--- src/rtl/alu_pkg.sv ---
// alu_pkg: shared types for the integer ALU datapath.
// addsub_op_t selects the adder/subtractor operation; nzcv_t groups the
// condition flags in ARM order.
package alu_pkg;

  typedef enum logic [1:0] {
    ADD = 2'd0,
    SUB = 2'd1,
    ADC = 2'd2,
    SBC = 2'd3
  } addsub_op_t;

  typedef struct packed {
    logic n;
    logic z;
    logic c;
    logic v;
  } nzcv_t;

endpackage

--- src/rtl/cla_slice.sv ---
// cla_slice: combinational GROUP-bit carry-lookahead slice.
// Every internal carry is a flat sum-of-products of generate/propagate terms
// back to cin_i, so no carry ripples through earlier bits of the slice.
// c_msb_o is the carry into the top bit, used for signed overflow.
module cla_slice #(
  parameter int GROUP = 16
) (
  input  logic [GROUP-1:0] a_i,
  input  logic [GROUP-1:0] b_i,
  input  logic             cin_i,
  output logic [GROUP-1:0] sum_o,
  output logic             cout_o,
  output logic             c_msb_o,
  output logic             zero_o
);

  logic [GROUP-1:0] g;
  logic [GROUP-1:0] p;
  logic [GROUP:0]   c;
  logic             run_p;

  assign g = a_i & b_i;
  assign p = a_i | b_i;

  // Lookahead carries: c[i+1] = g[i] | p[i]g[i-1] | ... | p[i..0]cin.
  always_comb begin
    c     = '0;
    run_p = 1'b0;
    c[0]  = cin_i;
    for (int i = 0; i < GROUP; i++) begin
      c[i+1] = g[i];
      run_p  = p[i];
      for (int j = i - 1; j >= 0; j--) begin
        c[i+1] = c[i+1] | (run_p & g[j]);
        run_p  = run_p & p[j];
      end
      c[i+1] = c[i+1] | (run_p & cin_i);
    end
  end

  assign sum_o   = a_i ^ b_i ^ c[GROUP-1:0];
  assign cout_o  = c[GROUP];
  assign c_msb_o = c[GROUP-1];
  assign zero_o  = ~|sum_o;

endmodule

--- src/rtl/pipelined_cla_addsub.sv ---
// pipelined_cla_addsub: WIDTH-bit adder/subtractor built from GROUP-bit
// lookahead slices, one slice per pipeline stage (STAGES = WIDTH/GROUP).
// Stage k adds slice k using the carry registered by stage k-1; upper operand
// slices ride forward in delay registers and finished low sum slices ride
// alongside, so the last stage holds a fully aligned result.
// Build option: define CLA_ADDSUB_FLAGS_EN to generate N, Z and V (with the
// zero-accumulation registers); otherwise those flags are tied to 0.
//
// Handshake: a transaction is accepted when in_valid & in_ready and a result
// is consumed when out_valid & out_ready. All stages advance together when
// advance = ~out_valid | out_ready; in_ready equals advance combinationally,
// so a stalled output freezes the whole pipe (bubbles are kept, not squeezed).
module pipelined_cla_addsub
  import alu_pkg::*;
#(
  parameter int WIDTH = 64,
  parameter int GROUP = 16
) (
  input  logic             clk,
  input  logic             reset,
  input  logic             in_valid,
  output logic             in_ready,
  input  logic [1:0]       op,
  input  logic             c_in,
  input  logic [WIDTH-1:0] a,
  input  logic [WIDTH-1:0] b,
  output logic             out_valid,
  input  logic             out_ready,
  output logic [WIDTH-1:0] sum,
  output logic             flag_n,
  output logic             flag_z,
  output logic             flag_c,
  output logic             flag_v
);

  localparam int STAGES = (GROUP >= 1) ? WIDTH / GROUP : 1;
  localparam int LAST   = STAGES - 1;

  if (GROUP < 1 || (WIDTH % ((GROUP >= 1) ? GROUP : 1)) != 0) begin : g_bad_cfg
    $error("pipelined_cla_addsub: WIDTH must be a positive multiple of GROUP");
  end

  addsub_op_t       op_e;
  logic [WIDTH-1:0] b_eff;
  logic             cin0;
  logic             advance;

  // Per-stage registers (_q) and their next-state values (_d).
  logic             vld_q [STAGES];
  logic             cry_q [STAGES];
  logic [WIDTH-1:0] sum_q [STAGES];
  logic [WIDTH-1:0] a_q   [STAGES];
  logic [WIDTH-1:0] bx_q  [STAGES];
  logic             vld_d [STAGES];
  logic             cin_d [STAGES];
  logic [WIDTH-1:0] sum_up[STAGES];
  logic [WIDTH-1:0] sum_d [STAGES];
  logic [WIDTH-1:0] a_d   [STAGES];
  logic [WIDTH-1:0] bx_d  [STAGES];

  logic [GROUP-1:0]  sl_sum [STAGES];
  logic [STAGES-1:0] sl_cout;
  logic [STAGES-1:0] sl_cmsb;
  logic [STAGES-1:0] sl_zero;
  nzcv_t             flags;

  assign op_e = addsub_op_t'(op);

  // Operand conditioning: subtraction is a + ~b + carry-in (C=1 means no borrow).
  always_comb begin
    b_eff = b;
    cin0  = 1'b0;
    case (op_e)
      ADD:     begin b_eff = b;  cin0 = 1'b0; end
      SUB:     begin b_eff = ~b; cin0 = 1'b1; end
      ADC:     begin b_eff = b;  cin0 = c_in; end
      SBC:     begin b_eff = ~b; cin0 = c_in; end
      default: begin b_eff = b;  cin0 = 1'b0; end
    endcase
  end

  assign out_valid = vld_q[LAST];
  assign advance   = ~out_valid | out_ready;
  assign in_ready  = advance;

  for (genvar k = 0; k < STAGES; k++) begin : g_stage
    if (k == 0) begin : g_head
      assign vld_d[k]  = in_valid;
      assign cin_d[k]  = cin0;
      assign sum_up[k] = '0;
      assign a_d[k]    = a;
      assign bx_d[k]   = b_eff;
    end else begin : g_body
      assign vld_d[k]  = vld_q[k-1];
      assign cin_d[k]  = cry_q[k-1];
      assign sum_up[k] = sum_q[k-1];
      assign a_d[k]    = a_q[k-1];
      assign bx_d[k]   = bx_q[k-1];
    end

    cla_slice #(.GROUP(GROUP)) u_slice (
      .a_i     (a_d[k][k*GROUP +: GROUP]),
      .b_i     (bx_d[k][k*GROUP +: GROUP]),
      .cin_i   (cin_d[k]),
      .sum_o   (sl_sum[k]),
      .cout_o  (sl_cout[k]),
      .c_msb_o (sl_cmsb[k]),
      .zero_o  (sl_zero[k])
    );

    // Merge this stage's freshly computed slice into the travelling sum.
    assign sum_d[k] = (sum_up[k] & ~(WIDTH'({GROUP{1'b1}}) << (k*GROUP)))
                    | (WIDTH'(sl_sum[k]) << (k*GROUP));

    // Stage register: loads only when the whole pipe advances.
    always_ff @(posedge clk or posedge reset) begin
      if (reset) begin
        vld_q[k] <= 1'b0;
        cry_q[k] <= 1'b0;
        sum_q[k] <= '0;
        a_q[k]   <= '0;
        bx_q[k]  <= '0;
      end else if (advance) begin
        vld_q[k] <= vld_d[k];
        cry_q[k] <= sl_cout[k];
        sum_q[k] <= sum_d[k];
        a_q[k]   <= a_d[k];
        bx_q[k]  <= bx_d[k];
      end
    end
  end

`ifdef CLA_ADDSUB_FLAGS_EN
  logic z_q [STAGES];
  logic v_q;

  for (genvar k = 0; k < STAGES; k++) begin : g_zero
    logic z_d;
    if (k == 0) begin : g_head
      assign z_d = sl_zero[k];
    end else begin : g_body
      assign z_d = z_q[k-1] & sl_zero[k];
    end

    // Zero flag accumulates one slice per stage alongside the sum.
    always_ff @(posedge clk or posedge reset) begin
      if (reset) begin
        z_q[k] <= 1'b0;
      end else if (advance) begin
        z_q[k] <= z_d;
      end
    end
  end

  // Signed overflow comes from the top slice only: carry into vs out of the MSB.
  always_ff @(posedge clk or posedge reset) begin
    if (reset) begin
      v_q <= 1'b0;
    end else if (advance) begin
      v_q <= sl_cmsb[LAST] ^ sl_cout[LAST];
    end
  end

  assign flags.n = sum_q[LAST][WIDTH-1];
  assign flags.z = z_q[LAST];
  assign flags.v = v_q;
`else
  assign flags.n = 1'b0;
  assign flags.z = 1'b0;
  assign flags.v = 1'b0;
`endif

  assign flags.c = cry_q[LAST];

  // Slice outputs only some stages need, and the last stage's spent operands.
  logic slice_unused;
  assign slice_unused = ^{sl_cmsb, sl_zero, a_q[LAST], bx_q[LAST]};

  assign sum    = sum_q[LAST];
  assign flag_n = flags.n;
  assign flag_z = flags.z;
  assign flag_c = flags.c;
  assign flag_v = flags.v;

endmodule

--- config.mk ---
export PLATFORM = sky130hd
export DESIGN_NAME = pipelined_cla_addsub
export DESIGN_NICKNAME = d
export VERILOG_FILES = /design/src/rtl/alu_pkg.sv /design/src/rtl/cla_slice.sv /design/src/rtl/pipelined_cla_addsub.sv
export SDC_FILE = /design/constraint.sdc
export NUM_CORES = 1
export LEC_CHECK = 0
export BUFFER_PORTS_ARGS = -buffer_cell sky130_fd_sc_hd__buf_2
export CORE_MARGIN = 4
export CORE_UTILIZATION = 55
export CTS_BUF_LIST = sky130_fd_sc_hd__clkbuf_16
export DETAILED_ROUTE_END_ITERATION = 6
export PLACE_DENSITY = 0.76
export SLEW_MARGIN = 15
export SYNTH_ARGS = -nofsm -noshare
export SYNTH_HDL_FRONTEND = slang
export SYNTH_SLANG_ARGS = --single-unit
export TNS_END_PERCENT = 1
--- constraint.sdc ---
create_clock -name clk -period 12.4 [get_ports clk]
set_clock_uncertainty 0.05 [all_clocks]
set_input_delay 0.62 -clock clk [delete_from_list [all_inputs] [get_ports clk]]
set_output_delay 0.62 -clock clk [all_outputs]
set_load 0.03 [all_outputs]
==> flow_metrics.env <==
export IMPL_outcome="finished clean"
export IMPL_cp_end_kind="flip-flop"
export IMPL_sw_frac_of_total_pct=40.1
export IMPL_p_switching_mw=2.06
export IMPL_total_power_mw=5.14
export IMPL_crit_path_frequent_cell="buf_4"
export IMPL_syn_instance_count=1961
export IMPL_worst_ep_required_time_ns=12.74
export IMPL_synth_simple_area_share_pct=17.6
export IMPL_detailroute_via_count=13000
export IMPL_dominant_combinational_cell_family_by_area_after_synthesis="simple AND/OR/NAND/NOR gates"
export IMPL_drt_iter0_markers=769
export IMPL_muxShareOfSynthArea_pct=0.171
export IMPL_drt_wirelength_per_cell_um=14.4
export IMPL_netlist_area_mm2=0.0176
export IMPL_synth_edff_count=0
export IMPL_synth_area_leaders="dfrtp_1 51%, nand2_1 14%, ha_1 9.1%"
export IMPL_worst_endpoint_arrival_ns=3.62
export IMPL_boundaryPins=205
export IMPL_timing_rr_start="out_valid"
export IMPL_synthAdderAreaFrac_pct=9.58
export IMPL_clkSlewWorstSetupHoldPaths_ns=0.06
export IMPL_post_route_min_period_ns=3.28
export IMPL_critPathKind="input pin to flip-flop"
export IMPL_detail_route_first_pass_iterations=5
export IMPL_max_clock_freq_mhz=305
export IMPL_util_after_layout_pct=63.3
export IMPL_power_frac_clock_pct=20.4
export IMPL_grt_first_pass_wirelength_mm=62.7
export IMPL_grt_pass1_vias=12800
export IMPL_initial_antenna_violation_count=1
export IMPL_groute_usage_overall_pct=21.1
export IMPL_cp_max_fo=44
export IMPL_chipHeight_um=187
export IMPL_synth_compound_area_share_pct=10.0
export IMPL_cts_num_sinks=360
export IMPL_yosys_cell_types_count=51
export IMPL_postRouteWirelength_mm=36.7
export IMPL_areaGrowthSynthToFinish_pct=13.8
export IMPL_critical_path_slowest_cell="buf_4"
export IMPL_clkLatencyLatePin_ns=0.51
export IMPL_grt_ovfl_total=0
export IMPL_cts_setup_buffers=0
export IMPL_yosys_area_share_xor_xnor_pct=5.74
export IMPL_layout_nets=2390
export IMPL_setup_viol_count_final=0
export IMPL_cts_repair_resized=0
export IMPL_htree_levels=2
export IMPL_cts_root_buf="clkbuf_16"
export IMPL_initial_core_util_pct=55.6
export IMPL_grt_max_degree=180
export IMPL_worst_path_largest_cell_delay_ns=0.69
export IMPL_timing_max_cap_violations=0
export IMPL_fin_setup_tns_ns=0
export IMPL_hold_slack_ns=0.251
export IMPL_netlist_area_leader_share_pct=51.3
export IMPL_slew_at_the_pin_with_the_worst_max_slew_slack_ns=1.05
export IMPL_comb_power_share_pct=40.6
export IMPL_power_leakage_nw=10.4
export IMPL_final_max_slew_viol_count=0
export IMPL_gp_routability_congestion=0.886
export IMPL_final_min_period_over_clock_period_pct=26.4
export IMPL_ctsHoldBuffers=0
export IMPL_fin_ws_ns=9.12
export IMPL_clk_path_buf_depth=3
export IMPL_seq_area_frac_synth_pct=51.3
export IMPL_cts_inserted_buffers=38
export IMPL_worstHoldPathType="input pin to flip-flop"
export IMPL_die_area_mm2=0.0348
export IMPL_timing_critical_path_from="op[0]"
export IMPL_pwr_share_seq_pct=39.0
export IMPL_ir_drop_mv=0.112
export IMPL_timing_hold_violations_final=0
export IMPL_fp_coreArea_mm2=0.0316
export IMPL_synth_seq_cells=360
export IMPL_vias_per_instance=5.09
export IMPL_synth_warnings=0
export IMPL_detail_route_drc_violations=0
export IMPL_synth_largest_area_cell="dfrtp_1"
export IMPL_synth_avg_cell_area_um2=8.95
export IMPL_worst_hold_startpoint="a[58]"
export IMPL_start_kind="input pin"
export IMPL_tritoncts="yes"
export IMPL_layout_drive_gt1_share_pct=12.5
export IMPL_timing_slew_headroom_pct=30.1
export IMPL_core_rowCount=65
export IMPL_intPower_mw=3.08
export IMPL_synthFlopType="dfrtp_1"
export IMPL_post_synth_top_count_cell="nand2_1"
export IMPL_detailedPlacementHpwl_mm=25.4
export IMPL_timing_critical_path_cells="buf_4 > buf_4 > xor2_1 > inv_1 > ha_1 > nor2b_1 > o21bai_1 > and2_1 > o21ai_0 > o31ai_1 > and4b_1 > nor3_1"
export IMPL_commonest_cells_post_synth="647 x nand2_1, 360 x dfrtp_1, 164 x inv_1"
export IMPL_width_of_the_die_um=187
export IMPL_path_buf_inv=3
export IMPL_grt_setup_unrepaired="false"
export IMPL_synth_async_reset_ratio_pct=100
export IMPL_antenna_left=0
export IMPL_p_per_area_mw_per_mm2=257
export IMPL_dp_slack_ns=8.61
export IMPL_worst_path_dominant_cell_family="buffers and inverters"
export IMPL_port_buffer_count=201
## power by group through the flow
stage / combinational, mW / sequential (mW) / clock [mW]
final: 2.09 / 2.01 / 1.05
after global routing: 2.38 / 2.07 / 1.13
after CTS: 2.11 / 2.01 / 1.07
after detailed placement: 2.09 / 2.02 / 0
after global placement: 2.02 / 2.00 / 0
after floorplan: 1.37 / 2.16 / 0
## state kept, by name, indices dropped and copies added, names as in the netlist
| register | count |
|---|---|
| cin_d | 3 |
| vld_d | 3 |
| sum | 64 |
| sum_q | 96 |
| out_valid | 1 |
| bx_d | 96 |
| a_d | 96 |
| flag_c | 1 |
## placed cells by master (no fill, tap or decap), drive strengths merged, types with 3 or more instances in the layout
cell,instances
xnor2,57
o31ai,10
nand2,647
buf,209
o21a,8
o211ai,3
nor3,21
conb,3
a221oi,3
nor2,82
inv,172
clkbuf,39
dfrtp,360
nor4,6
a31oi,5
a211oi,9
xor2,58
fa,4
nand2b,8
a21oi,79
o21ai,158
ha,128
o21bai,15
o311ai,3
clkinv,13
nor2b,10
## stage by stage
stage	instances	area (um2)
detailed placement	2485	18800
global route	2548	20000
floorplan	1963	17600
finish	2548	20000
global placement	2485	18800
CTS	2547	20000
## per-layer routing
metal	GRT usage, %	share of wire, %
met3	3.55	4.7
met2	32.7	45
met4	5.20	1.9
met1	31.5	48
met5	0	0
## worst register-to-register path, delay by kind of cell (launching register included)
kind	cells	cell delay [ns]
AOI/OAI and AO/OA	1	0.06
buffers and inverters	3	1.78
DFF	1	0.34
muxes	1	0.29
and+or+nand+nor	2	0.37
## final cells by class
class	count	area (um2)
multi-input combinational	1349	7600
clock buffer	39	976
inverter	165	634
clock inverter	23	158
fill	2650	11600
tap	402	503
antenna	1	2.50
timing repair buffer	209	1090
sequential	360	9010
## final timing paths
| check | slack, ns | end | cells past startpoint |
|---|---|---|---|
| hold / removal | 0.25 | a_d[186] | 3 |
| setup reg to reg | 9.41 | sum_q[207] | 7 |
| hold reg to reg | 0.41 | sum[32] | 2 |
| max in group asynchronous | 10.53 | a_d[185] | 3 |
| setup / recovery | 9.12 | sum_q[206] | 12 |
| min in group asynchronous | 0.26 | sum[36] | 2 |
## logic make-up (layout without fill, tap and decap cells)
kind of cell,after synthesis,count (layout)
adder cells (fa/ha/maj),132,132
flip-flops,360,360
AND/OR/NAND/NOR,789,789
buffers and inverters,254,436
XOR/XNOR,115,115
multiplexers,2,2
other,1,4
AO/OA/AOI/OAI,308,308
No activity file was read; power rests on OpenSTA's default activity.
